===== config.mk =====
export PLATFORM = sky130hd
export DESIGN_NAME = carregador_serial_comparador_flat
export DESIGN_NICKNAME = d
export VERILOG_FILES = /design/src/rtl/carregador_serial_comparador_pkg.sv /design/src/rtl/carregador_serial_comparador_if.sv /design/src/rtl/carregador_serial_comparador_comparador.sv /design/src/rtl/carregador_serial_comparador.sv /design/src/flat_wrapper.sv
export SDC_FILE = /design/constraint.sdc
export NUM_CORES = 1
export LEC_CHECK = 0
export ABC_AREA = 1
export ABC_CLOCK_PERIOD_IN_PS = 2200
export CAP_MARGIN = 10
export CORE_ASPECT_RATIO = 0.9
export CORE_MARGIN = 2
export CORE_UTILIZATION = 55
export DETAILED_ROUTE_END_ITERATION = 10
export PLACE_DENSITY = 0.87
export SYNTH_ARGS = -nofsm -noshare
export SYNTH_HDL_FRONTEND = slang
export SYNTH_HIERARCHICAL = 1
export SYNTH_SLANG_ARGS = --single-unit

===== constraint.sdc =====
create_clock -name clk -period 2.2 [get_ports clk]
set_input_delay 0.44 -clock clk [delete_from_list [all_inputs] [get_ports clk]]
set_output_delay 0.44 -clock clk [all_outputs]
set_load 0.005 [all_outputs]

===== src/rtl/carregador_serial_comparador_pkg.sv =====
// pacote_comparador: shared state encoding and operand width for the serial loader
package pacote_comparador;
    localparam int OP_W = 3;
    typedef enum logic [1:0] {IDLE, LOAD, CMP} estado_t;
endpackage


===== src/rtl/carregador_serial_comparador_if.sv =====
// carregador_serial_comparador_if: serial load inputs and compare result outputs
interface carregador_serial_comparador_if #(parameter int CNT_W = 8);
    import pacote_comparador::*;
    logic             start;
    logic             select;
    logic             bit_a;
    logic             bit_b;
    logic             bit_valid;
    logic             clear_count;
    logic             busy;
    logic [OP_W-1:0]  a_out;
    logic [OP_W-1:0]  b_out;
    logic             select_out;
    logic             s_out;
    logic             done;
    logic             err;
    logic [CNT_W-1:0] match_count;
    modport master (output start, select, bit_a, bit_b, bit_valid, clear_count,
                    input busy, a_out, b_out, select_out, s_out, done, err, match_count);
    modport slave (input start, select, bit_a, bit_b, bit_valid, clear_count,
                   output busy, a_out, b_out, select_out, s_out, done, err, match_count);
endinterface


===== src/rtl/carregador_serial_comparador_comparador.sv =====
// comparador_igualdade: equality (select=0) or difference (select=1) test of two operands
module comparador_igualdade
    import pacote_comparador::*;
(
    input  logic [OP_W-1:0] a,
    input  logic [OP_W-1:0] b,
    input  logic            select,
    output logic            s
);
    assign s = select ? (a != b) : (a == b);
endmodule


===== src/rtl/carregador_serial_comparador.sv =====
// carregador_serial_comparador: bit-serial operand loader, compare sequencer and match counter
module carregador_serial_comparador
    import pacote_comparador::*;
#(
    parameter int TIMEOUT = 15
) (
    input logic                          clk,
    input logic                          rst_n,
    carregador_serial_comparador_if.slave bus
);
    localparam int TW = $clog2(TIMEOUT + 1);
    localparam logic [TW-1:0] TLIM = TW'(TIMEOUT - 1);
    estado_t       state;
    logic [1:0]    bcnt;
    logic [TW-1:0] tcnt;
    logic          s_cmp;

    comparador_igualdade u_cmp (
        .a(bus.a_out),
        .b(bus.b_out),
        .select(bus.select_out),
        .s(s_cmp)
    );

    // sequencer: load three bits, compare once, abort a stalled load, count positive results
    always_ff @(posedge clk or negedge rst_n) begin
        if (!rst_n) begin
            state           <= IDLE;
            bcnt            <= '0;
            tcnt            <= '0;
            bus.busy        <= 1'b0;
            bus.a_out       <= '0;
            bus.b_out       <= '0;
            bus.select_out  <= 1'b0;
            bus.s_out       <= 1'b0;
            bus.done        <= 1'b0;
            bus.err         <= 1'b0;
            bus.match_count <= '0;
        end else begin
            bus.done <= 1'b0;
            bus.err  <= 1'b0;
            case (state)
                IDLE: if (bus.start) begin
                    state          <= LOAD;
                    bus.busy       <= 1'b1;
                    bus.a_out      <= '0;
                    bus.b_out      <= '0;
                    bus.select_out <= bus.select;
                    bcnt           <= '0;
                    tcnt           <= '0;
                end
                LOAD: if (bus.bit_valid) begin
                    bus.a_out <= {bus.a_out[OP_W-2:0], bus.bit_a};
                    bus.b_out <= {bus.b_out[OP_W-2:0], bus.bit_b};
                    bcnt      <= bcnt + 2'd1;
                    tcnt      <= '0;
                    if (bcnt == 2'(OP_W - 1)) state <= CMP;
                end else if (tcnt == TLIM) begin
                    state    <= IDLE;
                    bus.busy <= 1'b0;
                    bus.err  <= 1'b1;
                end else begin
                    tcnt <= tcnt + 1'b1;
                end
                CMP: begin
                    state     <= IDLE;
                    bus.busy  <= 1'b0;
                    bus.s_out <= s_cmp;
                    bus.done  <= 1'b1;
                    if (s_cmp && !(&bus.match_count)) bus.match_count <= bus.match_count + 1'b1;
                end
                default: state <= IDLE;
            endcase
            if (bus.clear_count) bus.match_count <= '0;
        end
    end
endmodule


===== src/flat_wrapper.sv =====
// flat-port wrapper written by rule: the top's interface ports become plain ports
module carregador_serial_comparador_flat import pacote_comparador::*;
#(
    parameter int TIMEOUT = 15
)
  (clk, rst_n, bus_start, bus_select, bus_bit_a, bus_bit_b, bus_bit_valid, bus_clear_count, bus_busy, bus_a_out, bus_b_out, bus_select_out, bus_s_out, bus_done, bus_err, bus_match_count);
  carregador_serial_comparador_if #(.CNT_W(2)) bus_i ();
  input logic clk;
  input logic rst_n;
  input wire logic [$bits(bus_i.start)-1:0] bus_start;
  input wire logic [$bits(bus_i.select)-1:0] bus_select;
  input wire logic [$bits(bus_i.bit_a)-1:0] bus_bit_a;
  input wire logic [$bits(bus_i.bit_b)-1:0] bus_bit_b;
  input wire logic [$bits(bus_i.bit_valid)-1:0] bus_bit_valid;
  input wire logic [$bits(bus_i.clear_count)-1:0] bus_clear_count;
  output wire logic [$bits(bus_i.busy)-1:0] bus_busy;
  output wire logic [$bits(bus_i.a_out)-1:0] bus_a_out;
  output wire logic [$bits(bus_i.b_out)-1:0] bus_b_out;
  output wire logic [$bits(bus_i.select_out)-1:0] bus_select_out;
  output wire logic [$bits(bus_i.s_out)-1:0] bus_s_out;
  output wire logic [$bits(bus_i.done)-1:0] bus_done;
  output wire logic [$bits(bus_i.err)-1:0] bus_err;
  output wire logic [$bits(bus_i.match_count)-1:0] bus_match_count;
  assign bus_i.start = bus_start;
  assign bus_i.select = bus_select;
  assign bus_i.bit_a = bus_bit_a;
  assign bus_i.bit_b = bus_bit_b;
  assign bus_i.bit_valid = bus_bit_valid;
  assign bus_i.clear_count = bus_clear_count;
  assign bus_busy = bus_i.busy;
  assign bus_a_out = bus_i.a_out;
  assign bus_b_out = bus_i.b_out;
  assign bus_select_out = bus_i.select_out;
  assign bus_s_out = bus_i.s_out;
  assign bus_done = bus_i.done;
  assign bus_err = bus_i.err;
  assign bus_match_count = bus_i.match_count;
  carregador_serial_comparador #(.TIMEOUT(TIMEOUT)) u_core (.clk(clk), .rst_n(rst_n), .bus(bus_i));
endmodule

==> flow_summary.html <==
<table>
<tr><th>Metric</th><th>Value</th></tr>
<tr><th colspan="2">Setup path</th></tr>
<tr><td>RR Startpoint</td><td>u_core/state[1]</td></tr>
<tr><td>Reg2Reg Capture Point</td><td>u_core/tcnt[1]</td></tr>
<tr><td>Worst-path maximum fanout</td><td>5</td></tr>
<tr><td>Flop2flop setup slack</td><td>610 ps</td></tr>
<tr><td>Startpoint types</td><td>register</td></tr>
<tr><td>Arrival time worst endpoint</td><td>1270 ps</td></tr>
<tr><td>Worst Setup Path Type</td><td>reg2out</td></tr>
<tr><td>Critical-path cell with the highest stage delay</td><td>clkdlybuf4s50_1</td></tr>
<tr><td>Register-to-Register Path Depth</td><td>8</td></tr>
<tr><td>Critical-path cell list</td><td>clkdlybuf4s50_1</td></tr>
<tr><td>Worst path top cell family by delay</td><td>buffers and inverters</td></tr>
<tr><td>Delay contributed by the slowest stage of the critical path</td><td>roughly 530 ps</td></tr>
<tr><td>Sum of buffers and inverters on the critical path</td><td>1</td></tr>
<tr><td>WP data required</td><td>roughly 1800 ps</td></tr>
<tr><td>Type of destination of the critical path</td><td>primary output</td></tr>
<tr><th colspan="2">STA</th></tr>
<tr><td>Final total negative setup slack</td><td>0 ps</td></tr>
<tr><td>Final hold vios</td><td>0</td></tr>
<tr><td>Final cycle utilization of the critical path</td><td>0.776</td></tr>
<tr><td>Number of pins with negative max-slew slack in the final report</td><td>0</td></tr>
<tr><td>RSZ-0062 raised after global routing</td><td>no</td></tr>
<tr><td>Setup-violating endpoint count in the final report</td><td>0</td></tr>
<tr><td>F_max</td><td>slightly below 600 MHz</td></tr>
<tr><td>Final min period</td><td>1710 ps</td></tr>
<tr><td>Relative slew margins</td><td>0.771</td></tr>
<tr><td>Minimum hold slack</td><td>470 ps</td></tr>
<tr><td>Final setup skew</td><td>about 5.0 ps</td></tr>
<tr><td>Worst Setup Slack, final</td><td>approximately 490 ps</td></tr>
<tr><td>Worst-Margin Slew</td><td>approximately 340 ps</td></tr>
<tr><th colspan="2">Synth</th></tr>
<tr><td>Cell with the most instances after synthesis</td><td>nand2_1</td></tr>
<tr><td>Number of enable flip-flop cells after synthesis</td><td>0</td></tr>
<tr><td>Synthesized cell area</td><td>around 0.0012 mm²</td></tr>
<tr><td>Fraction of registers with async set/reset</td><td>1.00</td></tr>
<tr><td>Commonest register cell after synthesis</td><td>dfrtp_1</td></tr>
<tr><td>Average cell area after synthesis</td><td>7.74 µm²</td></tr>
<tr><td>Netlist cell types</td><td>18</td></tr>
<tr><td>Proportion of synthesized chip area in sequential cells</td><td>0.450</td></tr>
<tr><td>Number of synthesized register bits</td><td>21</td></tr>
<tr><td>Most common library cells after synthesis</td><td>nand2_1 (55), inv_1 (22), dfrtp_1 (21)</td></tr>
<tr><td>Share of the synthesized area in the top cell type</td><td>0.450</td></tr>
<tr><td>Synthesized netlist net count</td><td>approximately 170</td></tr>
<tr><td>Warning count from the yosys run</td><td>6</td></tr>
<tr><td>Mapped Cells</td><td>about 150</td></tr>
<tr><td>Largest area contributor in the synthesized netlist</td><td>dfrtp_1</td></tr>
<tr><td>Synth top area cells</td><td>dfrtp_1 (45%), nand2_1 (18%), ha_1 (7.5%), inv_1 (7.1%), nand3_1 (6.9%)</td></tr>
<tr><th colspan="2">Clocking</th></tr>
<tr><td>Clock Pin Slew Worst Setup and Hold Paths</td><td>between 100 and 150 ps</td></tr>
<tr><td>Number of gates resized after CTS</td><td>0</td></tr>
<tr><td>Clock tree from TritonCTS</td><td>built</td></tr>
<tr><td>Number of buffers created by CTS</td><td>3</td></tr>
<tr><td>Number of clock sinks</td><td>21</td></tr>
<tr><td>Clock Latency Late Sink</td><td>300 ps</td></tr>
<tr><td>Buffers inserted during post-CTS setup optimization</td><td>0</td></tr>
<tr><td>Quantity of hold-fixing buffers added after cts</td><td>0</td></tr>
<tr><td>Maximum clock insertion buffer count</td><td>2</td></tr>
<tr><td>Buffer type at the clock tree root</td><td>clkbuf_4</td></tr>
<tr><td>Maximum level of the CTS H-tree</td><td>1</td></tr>
<tr><th colspan="2">Final layout</th></tr>
<tr><td>Layout cells sized above 1</td><td>0.0857</td></tr>
<tr><td>Growth of design area from synthesis to finish</td><td>22.2%</td></tr>
<tr><td>Ant diodes</td><td>0</td></tr>
<tr><td>Net count reported at finish</td><td>191</td></tr>
<tr><th colspan="2">Route</th></tr>
<tr><td>ANT nets after route</td><td>0</td></tr>
<tr><td>Drt via density</td><td>slightly above 5</td></tr>
<tr><td>Max layer used</td><td>met4</td></tr>
<tr><td>Total routed wire length on the met1 layer</td><td>1020 µm</td></tr>
<tr><td>Drt initial violations</td><td>40</td></tr>
<tr><td>DRC violation count after routing</td><td>0</td></tr>
<tr><td>Met3 wirelength from detailed routing</td><td>roughly 160 µm</td></tr>
<tr><td>DR WL met2</td><td>~1200 µm</td></tr>
<tr><td>Final Routed Wirelength</td><td>~2300 µm</td></tr>
<tr><td>Vias post-DR</td><td>about 1000</td></tr>
<tr><td>Routed wirelength normalized by instance count</td><td>between 10 and 15 µm</td></tr>
<tr><td>Count of TritonRoute iterations in the first routing pass</td><td>4</td></tr>
<tr><th colspan="2">Die</th></tr>
<tr><td>Ports placed on the boundary</td><td>21</td></tr>
<tr><td>Placeable core region</td><td>around 0.002 mm²</td></tr>
<tr><td>Die area</td><td>approximately 0.0025 mm²</td></tr>
<tr><td>Die Y-Extent</td><td>between 40 and 50 µm</td></tr>
<tr><td>Die width</td><td>~53 µm</td></tr>
<tr><td>Starting utilization of the core area</td><td>0.599</td></tr>
<tr><td>Core Rows</td><td>15</td></tr>
<tr><th colspan="2">Global route</th></tr>
<tr><td>Total congestion overflow</td><td>0</td></tr>
<tr><td>First-pass GRT wire length</td><td>~3800 µm</td></tr>
<tr><td>Initial antenna violation count</td><td>0</td></tr>
<tr><td>Vias in the first global route</td><td>888</td></tr>
<tr><td>GRT Util Overall</td><td>0.210</td></tr>
<tr><td>Maximum number of pins on one net before global-route repair</td><td>22</td></tr>
<tr><th colspan="2">Worst hold path</th></tr>
<tr><td>Hold Crit Class</td><td>in2async</td></tr>
<tr><th colspan="2">Place</th></tr>
<tr><td>Number of buffers inserted by port buffering</td><td>20</td></tr>
<tr><td>Half-perimeter wire length after detailed placement</td><td>~1800 µm</td></tr>
<tr><td>Setup slack after placement</td><td>480 ps</td></tr>
<tr><td>Placer congestion estimate</td><td>about 0.85</td></tr>
<tr><th colspan="2">Flow run</th></tr>
<tr><td>Max-cap violations</td><td>0</td></tr>
<tr><th colspan="2">Pwr</th></tr>
<tr><td>Pwr/cell area</td><td>1050 mW/mm²</td></tr>
<tr><td>Maximum vdd drop</td><td>approximately 0.7 mV</td></tr>
<tr><td>Leak pwr</td><td>about 0.74 nW</td></tr>
<tr><th colspan="2">Run status</th></tr>
<tr><td>Outcome</td><td>complete, no violations</td></tr>
</table>
[worst max-delay path by stage]
stage | start | to | slack (ps) | depth (start not counted)
6_report | u_core/bus.b_out[0] | bus_b_out[0] | 490 | 1
3_3_place_gp | bus_start | u_core/tcnt[3] | 560 | 7
5_1_grt | u_core/bus.a_out[1] | bus_a_out[1] | 410 | 1
3_5_place_dp | bus_start | u_core/tcnt[1] | 480 | 7
2_1_floorplan | u_core/state[0] | u_core/bcnt[0] | 920 | 7
4_1_cts | u_core/bus.a_out[1] | bus_a_out[1] | 470 | 1
[cells by family (layout without fill, tap and decap cells)]
family | Yosys count | in the layout | synth area share
XOR/XNOR | 1 | 1 | 0.00750
adder cells (fa/ha/maj) | 7 | 7 | 0.0749
AND/OR/NAND/NOR | 88 | 88 | 0.339
buffers and inverters | 25 | 49 | 0.0835
AO/OA/AOI/OAI | 9 | 9 | 0.0450
flip-flops | 21 | 21 | 0.450
[through the flow]
| stage | cells | power (mW) | utilization | area (µm²) |
|---|---|---|---|---|
| after floorplan | 151 | 1.06 | - | 1170 |
| after global placement | 196 | 1.28 | 0.717 | 1400 |
| after detailed placement | 196 | 1.32 | 0.717 | 1400 |
| after CTS | 200 | 1.51 | 0.731 | 1430 |
| after global routing | 200 | 1.63 | 0.731 | 1430 |
| final | 200 | 1.51 | 0.731 | 1430 |
[worst register-to-register path: stages (launching register included)]
cell and delay [ps]:
dfrtp_1 430, inv_1 100, ha_1 340, inv_1 90, nor2_1 130, nand2_1 120, nor2_1 180, nand2_1 80
nand2_1 70
[power breakdown]
part	internal (mW)	total, mW	leakage (nW)	switching [mW]
Clock	0.0677	0.181	0.0177	0.113
Sequential	0.488	0.586	0.282	0.0979
Combinational	0.315	0.740	0.439	0.424
Total	0.871	1.51	0.739	0.635
[layout by cell type (no fill, tap or decap), types with 2 or more instances in the layout]
| cell | instances |
|---|---|
| nand4_1 | 5 |
| dfrtp_1 | 21 |
| inv_1 | 22 |
| nor2_4 | 2 |
| clkbuf_4 | 3 |
| ha_1 | 7 |
| o21ai_0 | 5 |
| o21ai_2 | 2 |
| o21ai_1 | 2 |
| clkdlybuf4s50_1 | 20 |
| nand2_1 | 55 |
| nor2_1 | 6 |
| nand3_1 | 16 |
| inv_2 | 2 |
[final cells by class]
class	instances	area [µm²]
multi-input combinational	105	546
clock buffer	3	22.5
inverter	24	90.1
clock inverter	1	5.00
tap	25	31.3
fill	158	524
timing repair buffer	21	208
sequential	21	526
[routing by layer]
metal  track usage  vias up
met5             0        -
met4        0.0769        0
met3        0.0313        2
met2         0.370       31
met1         0.268      475
li1              -      517
[flip-flops by register name, indices dropped and copies added, names as in the netlist, 2 cells and up]
register	flops
u_core/bcnt	2
u_core/bus.a_out	3
u_core/bus.b_out	3
u_core/bus.match_count	2
u_core/state	2
u_core/tcnt	4
Note: power is estimated with default switching activity, not from simulation.
